$ cat src/rtl/wb_pkg.sv
// wb_pkg: shared register-file widths and the writeback request type
package wb_pkg;
  localparam int XLEN = 64;
  localparam int REG_ADDR_W = 5;
  localparam int NUM_REGS = 32;
  typedef struct packed {
    logic [REG_ADDR_W-1:0] rd;
    logic [XLEN-1:0]       data;
  } wb_req_t;
endpackage

$ cat src/rtl/wb_fifo.sv
// wb_fifo: circular buffer of ALU writeback requests
// clk/rst_n: clock, sync active-low reset; push/push_data: enqueue;
// pop: dequeue head; head: oldest entry; count: entries held
import wb_pkg::*;

module wb_fifo #(
  parameter int DEPTH = 2
) (
  input  logic                         clk,
  input  logic                         rst_n,
  input  logic                         push,
  input  wb_req_t                      push_data,
  input  logic                         pop,
  output wb_req_t                      head,
  output logic [$clog2(DEPTH+1)-1:0]   count
);
  localparam int PW = $clog2(DEPTH);
  localparam int CW = $clog2(DEPTH+1);
  wb_req_t mem_q [DEPTH];
  logic [PW-1:0] rd_ptr_q, rd_ptr_d, wr_ptr_q, wr_ptr_d;
  logic [CW-1:0] count_q, count_d;
  always_comb begin
    rd_ptr_d = pop ? rd_ptr_q + 1'b1 : rd_ptr_q;
    wr_ptr_d = push ? wr_ptr_q + 1'b1 : wr_ptr_q;
    count_d  = count_q + CW'(push) - CW'(pop);
  end
  always_ff @(posedge clk) begin
    if (!rst_n) begin
      rd_ptr_q <= '0;
      wr_ptr_q <= '0;
      count_q  <= '0;
    end else begin
      rd_ptr_q <= rd_ptr_d;
      wr_ptr_q <= wr_ptr_d;
      count_q  <= count_d;
    end
  end
  always_ff @(posedge clk) if (push) mem_q[wr_ptr_q] <= push_data;
  assign head  = mem_q[rd_ptr_q];
  assign count = count_q;
endmodule

$ cat src/rtl/writeback_unit.sv
// writeback_unit: arbitrates ALU and load results onto one register-file write port
// alu_*: ALU result channel (buffered); mem_*: load-data channel (always accepted, top priority)
// issue_load/issue_rd: marks a load outstanding; wr_*: registered write port; pending: outstanding loads
import wb_pkg::*;

module writeback_unit #(
  parameter int ALU_FIFO_DEPTH = 2
) (
  input  logic                  clk,
  input  logic                  rst_n,
  input  logic                  alu_valid,
  input  logic [REG_ADDR_W-1:0] alu_rd,
  input  logic [XLEN-1:0]       alu_data,
  output logic                  alu_ready,
  input  logic                  mem_valid,
  input  logic [REG_ADDR_W-1:0] mem_rd,
  input  logic [XLEN-1:0]       mem_data,
  output logic                  mem_ready,
  input  logic                  issue_load,
  input  logic [REG_ADDR_W-1:0] issue_rd,
  output logic                  wr_en,
  output logic [REG_ADDR_W-1:0] wr_addr,
  output logic [XLEN-1:0]       wr_data,
  output logic [NUM_REGS-1:0]   pending
);
  localparam int CW = $clog2(ALU_FIFO_DEPTH+1);
  logic alu_fire, mem_fire, fifo_empty, push, pop, wr_valid;
  logic [CW-1:0] count;
  wb_req_t head, alu_req, mem_req, wr_req;
  logic wr_en_q, wr_en_d;
  logic [REG_ADDR_W-1:0] wr_addr_q, wr_addr_d;
  logic [XLEN-1:0] wr_data_q, wr_data_d;
  logic [NUM_REGS-1:0] pending_q, pending_d;
  assign mem_ready = rst_n;
  assign alu_ready = rst_n && (count < CW'(ALU_FIFO_DEPTH));
  always_comb begin
    mem_fire   = mem_valid && mem_ready;
    alu_fire   = alu_valid && alu_ready;
    fifo_empty = count == '0;
    alu_req    = '{rd: alu_rd, data: alu_data};
    mem_req    = '{rd: mem_rd, data: mem_data};
    // Loads win; otherwise the oldest buffered ALU result, else bypass a fresh one.
    pop        = !mem_fire && !fifo_empty;
    push       = alu_fire && (mem_fire || !fifo_empty);
    wr_req     = mem_fire ? mem_req : (!fifo_empty ? head : alu_req);
    wr_valid   = mem_fire || !fifo_empty || alu_fire;
    wr_en_d    = wr_valid && wr_req.rd != '0;
    wr_addr_d  = wr_en_d ? wr_req.rd : wr_addr_q;
    wr_data_d  = wr_en_d ? wr_req.data : wr_data_q;
    pending_d  = pending_q;
    if (mem_fire) pending_d[mem_rd] = 1'b0;
    if (issue_load) pending_d[issue_rd] = 1'b1;
    pending_d[0] = 1'b0;
  end
  always_ff @(posedge clk) begin
    if (!rst_n) begin
      wr_en_q   <= 1'b0;
      wr_addr_q <= '0;
      wr_data_q <= '0;
      pending_q <= '0;
    end else begin
      wr_en_q   <= wr_en_d;
      wr_addr_q <= wr_addr_d;
      wr_data_q <= wr_data_d;
      pending_q <= pending_d;
    end
  end
  wb_fifo #(.DEPTH(ALU_FIFO_DEPTH)) u_fifo (
    .clk       (clk),
    .rst_n     (rst_n),
    .push      (push),
    .push_data (alu_req),
    .pop       (pop),
    .head      (head),
    .count     (count)
  );
  assign wr_en   = wr_en_q;
  assign wr_addr = wr_addr_q;
  assign wr_data = wr_data_q;
  assign pending = pending_q;
endmodule

$ cat config.mk
export PLATFORM = sky130hd
export DESIGN_NAME = writeback_unit
export DESIGN_NICKNAME = d
export VERILOG_FILES = /design/src/rtl/wb_pkg.sv /design/src/rtl/wb_fifo.sv /design/src/rtl/writeback_unit.sv
export SDC_FILE = /design/constraint.sdc
export NUM_CORES = 1
export LEC_CHECK = 0
export CAP_MARGIN = 20
export CORE_MARGIN = 3
export CORE_UTILIZATION = 40
export CTS_CLUSTER_SIZE = 14
export DETAILED_ROUTE_END_ITERATION = 16
export PLACE_DENSITY = 0.76
export SLEW_MARGIN = 20
export SYNTH_ARGS = -nofsm -noshare
export SYNTH_HDL_FRONTEND = slang
export SYNTH_SLANG_ARGS = --single-unit
export TNS_END_PERCENT = 50
$ cat constraint.sdc
create_clock -name clk -period 9.5 [get_ports clk]
set_clock_uncertainty 0.05 [all_clocks]
set_input_delay 2.375 -clock clk [delete_from_list [all_inputs] [get_ports clk]]
set_output_delay 2.375 -clock clk [all_outputs]
set_load 0.02 [all_outputs]
==> results.ini <==
[clock_network]
cts_htree_levels=1
cts_hold_buffers=0
longest_clk_path_bufs=3
clk-insertion-delay-late_ns=0.51
postCtsResizedCells=0
cts_made_buffers=26
clk_pin_slew_worst_paths_ns=0.06
cts_num_sinks=244
tritoncts=done
post-cts-setup-buffers=0
ctsRootBufferMaster=clkbuf_16

[worst_hold_path]
worst_hold_startpoint=wr_data[44]$_SDFFE_PN0P_
hold_path_class=reg2reg
hold_path_depth=2
capture_endpoint_of_the_worst_hold_path=wr_data[44]$_SDFFE_PN0P_

[finish]
area_growth_pct=33.7
final_net_count=1263
final_design_area_no_fill_mm2=0.0140
final_util_pct=55.0
post_route_cells_drive_above_1_share_pct=5.47
most_used_cells_in_the_layout_excluding_fill_and_tap_cells=249 x clkdlybuf4s50_1, 172 x nand2_1, 138 x edfxtp_1, 133 x mux2i_1, 130 x o211ai_1
layout.cells.most_common=clkdlybuf4s50_1
final_cell_count_no_fill=1464
nFillCells=2183

[place]
dpl.cell_count=1415
post-dp-hpwl_um=17100
post_place_cell_area_mm2=0.0131
gp_congestion=0.800
place.port_buffers=250

[floorplanning]
die_height_um=168
die_area_mm2=0.0281
io-pin-count=252
fp.dieW_um=168
core.rowCount=58
initial_utilization_pct=41.1
coreArea_mm2=0.0254

[global_routing]
grt-ovfl-total=0
grt_pass1_vias=7713
grt.total_usage_pct=18.0
first_pass_grt_wire_length_um=41500
number_of_antenna_violations_at_the_first_check_in_global_routing=1
grt_max_degree=88

[drt]
drcViolationCount=0
avgRoutedWirePerCell_um=17.9
routed_wirelength_um=26300
detail_route.vias_per_cell=5.31
initial_drc_count=548
drtAntennaViolNets=0
detailroute.via_count=7777
1st_pass_router_iterations=5

[setup_path]
cp.required_ns=7.08
reg2regPathDepth=8
critPathKind=in2out
cp_data_arrival_time_ns=3.72
r2r_setup_slack_ns=5.91
cp-end-kind=output pin
critPathLaunch=rst_n
worstReg2RegStart=u_fifo.count[1]$_SDFF_PN0_
critPathMaxFanout=56
worst_r2r_endpoint=wr_data[9]$_SDFFE_PN0P_
worstSetupStartpointType=primary input

[logic_synthesis]
synth_ff_type=edfxtp_1
synth_simple_gate_area_share_pct=9.09
synth_fa_ha_area_share_pct=0.240
ys_async_sr_fraction_pct=0
netlist_area_mm2=0.0104
synth-edff-count=138
complex_gate_fraction_of_the_synthesized_area_pct=14.1
synth_cell_type_count=51
syn_nets=1045
synth_top_area_share_pct=39.7
ys_warn_count=0
synth_largest_area_cell=edfxtp_1
most_area_consuming_cells_after_synthesis=edfxtp_1 40%, dfxtp_1 20%, mux2i_1 13%
postSynthAreaPerCell_um2=11.7
syn_inst=895
muxShareOfSynthArea_pct=12.7
synth_top_family_by_area=compound AO/OA/AOI/OAI gates
synth_xor_xnor_area_share_pct=0.335
synth-seq-cells=244
ys_seq_area_share_pct=60.0

[timing]
finalCriticalPeriod_ns=6.15
timing.final.hold_violations=0
min_period_over_period_pct=64.7
setup_repair_after_global_routing_missed_its_margin=false
max_freq_mhz=163
timing_worst_slew_pin_value_ns=0.999
slew_viol_final=0
relSlewSlack_pct=33.4
totalNegativeSetupSlack_ns=0
setup_viol=0

[power_and_ir_drop]
total_leakage_power_nw=4.78
vdd_drop_max_v=0.000174
power.density_cell_area_mw_per_mm2=250
fin_total_pwr_mw=3.50

[run_status]
outcome=finished clean

[run]
timing.max_cap.violations=0

-- flip-flops by register name, summed over array words and instances, names as in the netlist, named ones only --
signal / count
wr_en: 1
pending: 31
u_fifo.mem_q: 138
wr_addr: 5
wr_data: 64
u_fifo.rd_ptr_q: 1
u_fifo.count: 2
u_fifo.wr_ptr_q: 1
-- worst max path at each step --
stage / endpoint / slack (ns) / depth (start not counted)
5_1_grt: alu_ready / 3.21 / 3
3_3_place_gp: alu_ready / 3.36 / 3
6_report: alu_ready / 3.35 / 3
3_5_place_dp: alu_ready / 3.32 / 3
4_1_cts: alu_ready / 3.32 / 3
2_1_floorplan: u_fifo.mem_q[0][0]$_DFFE_PP_ / 2.74 / 4
-- synth_stat cells, types with 4 or more instances --
library cell	n
a21oi_1	34
inv_1	4
nor3_1	5
o211ai_1	130
edfxtp_1	138
nand2_1	172
buf_8	5
nor3b_1	5
clkbuf_1	49
o21ai_0	34
dfxtp_1	106
mux2i_1	133
nor2_1	14
buf_2	8
-- per-stage QoR --
stage / worst slack, ns / hold WS (ns)
after floorplan: 2.74 / 0.431
after global placement: 3.36 / 0.396
after detailed placement: 3.32 / 0.405
after CTS: 3.32 / 0.413
after global routing: 3.21 / 0.431
final: 3.35 / 0.410
-- logic make-up (layout without fill, tap and decap cells) --
logic type / after synthesis / after routing
DFF: 244 / 244
xor gates and xnor gates: 4 / 4
and+or+nand+nor: 223 / 223
adders and majority gates: 2 / 2
buffers and inverters: 73 / 311
muxes: 133 / 133
other: 1 / 2
AOI/OAI and AO/OA: 215 / 215
-- critical path, stage by stage --
cell             delay (ns)
buf_4                  0.46
nor2b_1                0.25
clkdlybuf4s50_1        0.63
-- final cells by class --
| type | instances | area [um2] | share of cell area (%) |
|---|---|---|---|
| clock inverters | 13 | 116 | 0.833 |
| flip-flops and latches | 244 | 6270 | 44.9 |
| repair buffers | 258 | 2560 | 18.3 |
| well taps | 330 | 413 | 2.96 |
| multi-input cells | 578 | 3840 | 27.5 |
| diodes | 1 | 2.50 | 0.0179 |
| inverters | 5 | 21.3 | 0.152 |
| clock buffers | 35 | 747 | 5.35 |
-- routing by layer --
metal | wire [um] | GRT usage (%) | up-vias
met1 | 11200 | 23.7 | 3706
li1 | - | - | 3776
met2 | 12600 | 29.9 | 247
met4 | 799 | 6.15 | 0
met5 | 0 | 0 | -
met3 | 1680 | 3.59 | 48
-- power breakdown --
part	leakage, nW	total (mW)	internal [mW]	switching, mW
Clock	0.420	1.01	0.605	0.401
Sequential	2.12	1.35	1.26	0.0895
Combinational	2.24	1.14	0.508	0.634
No activity file was read; power rests on OpenSTA's default activity.
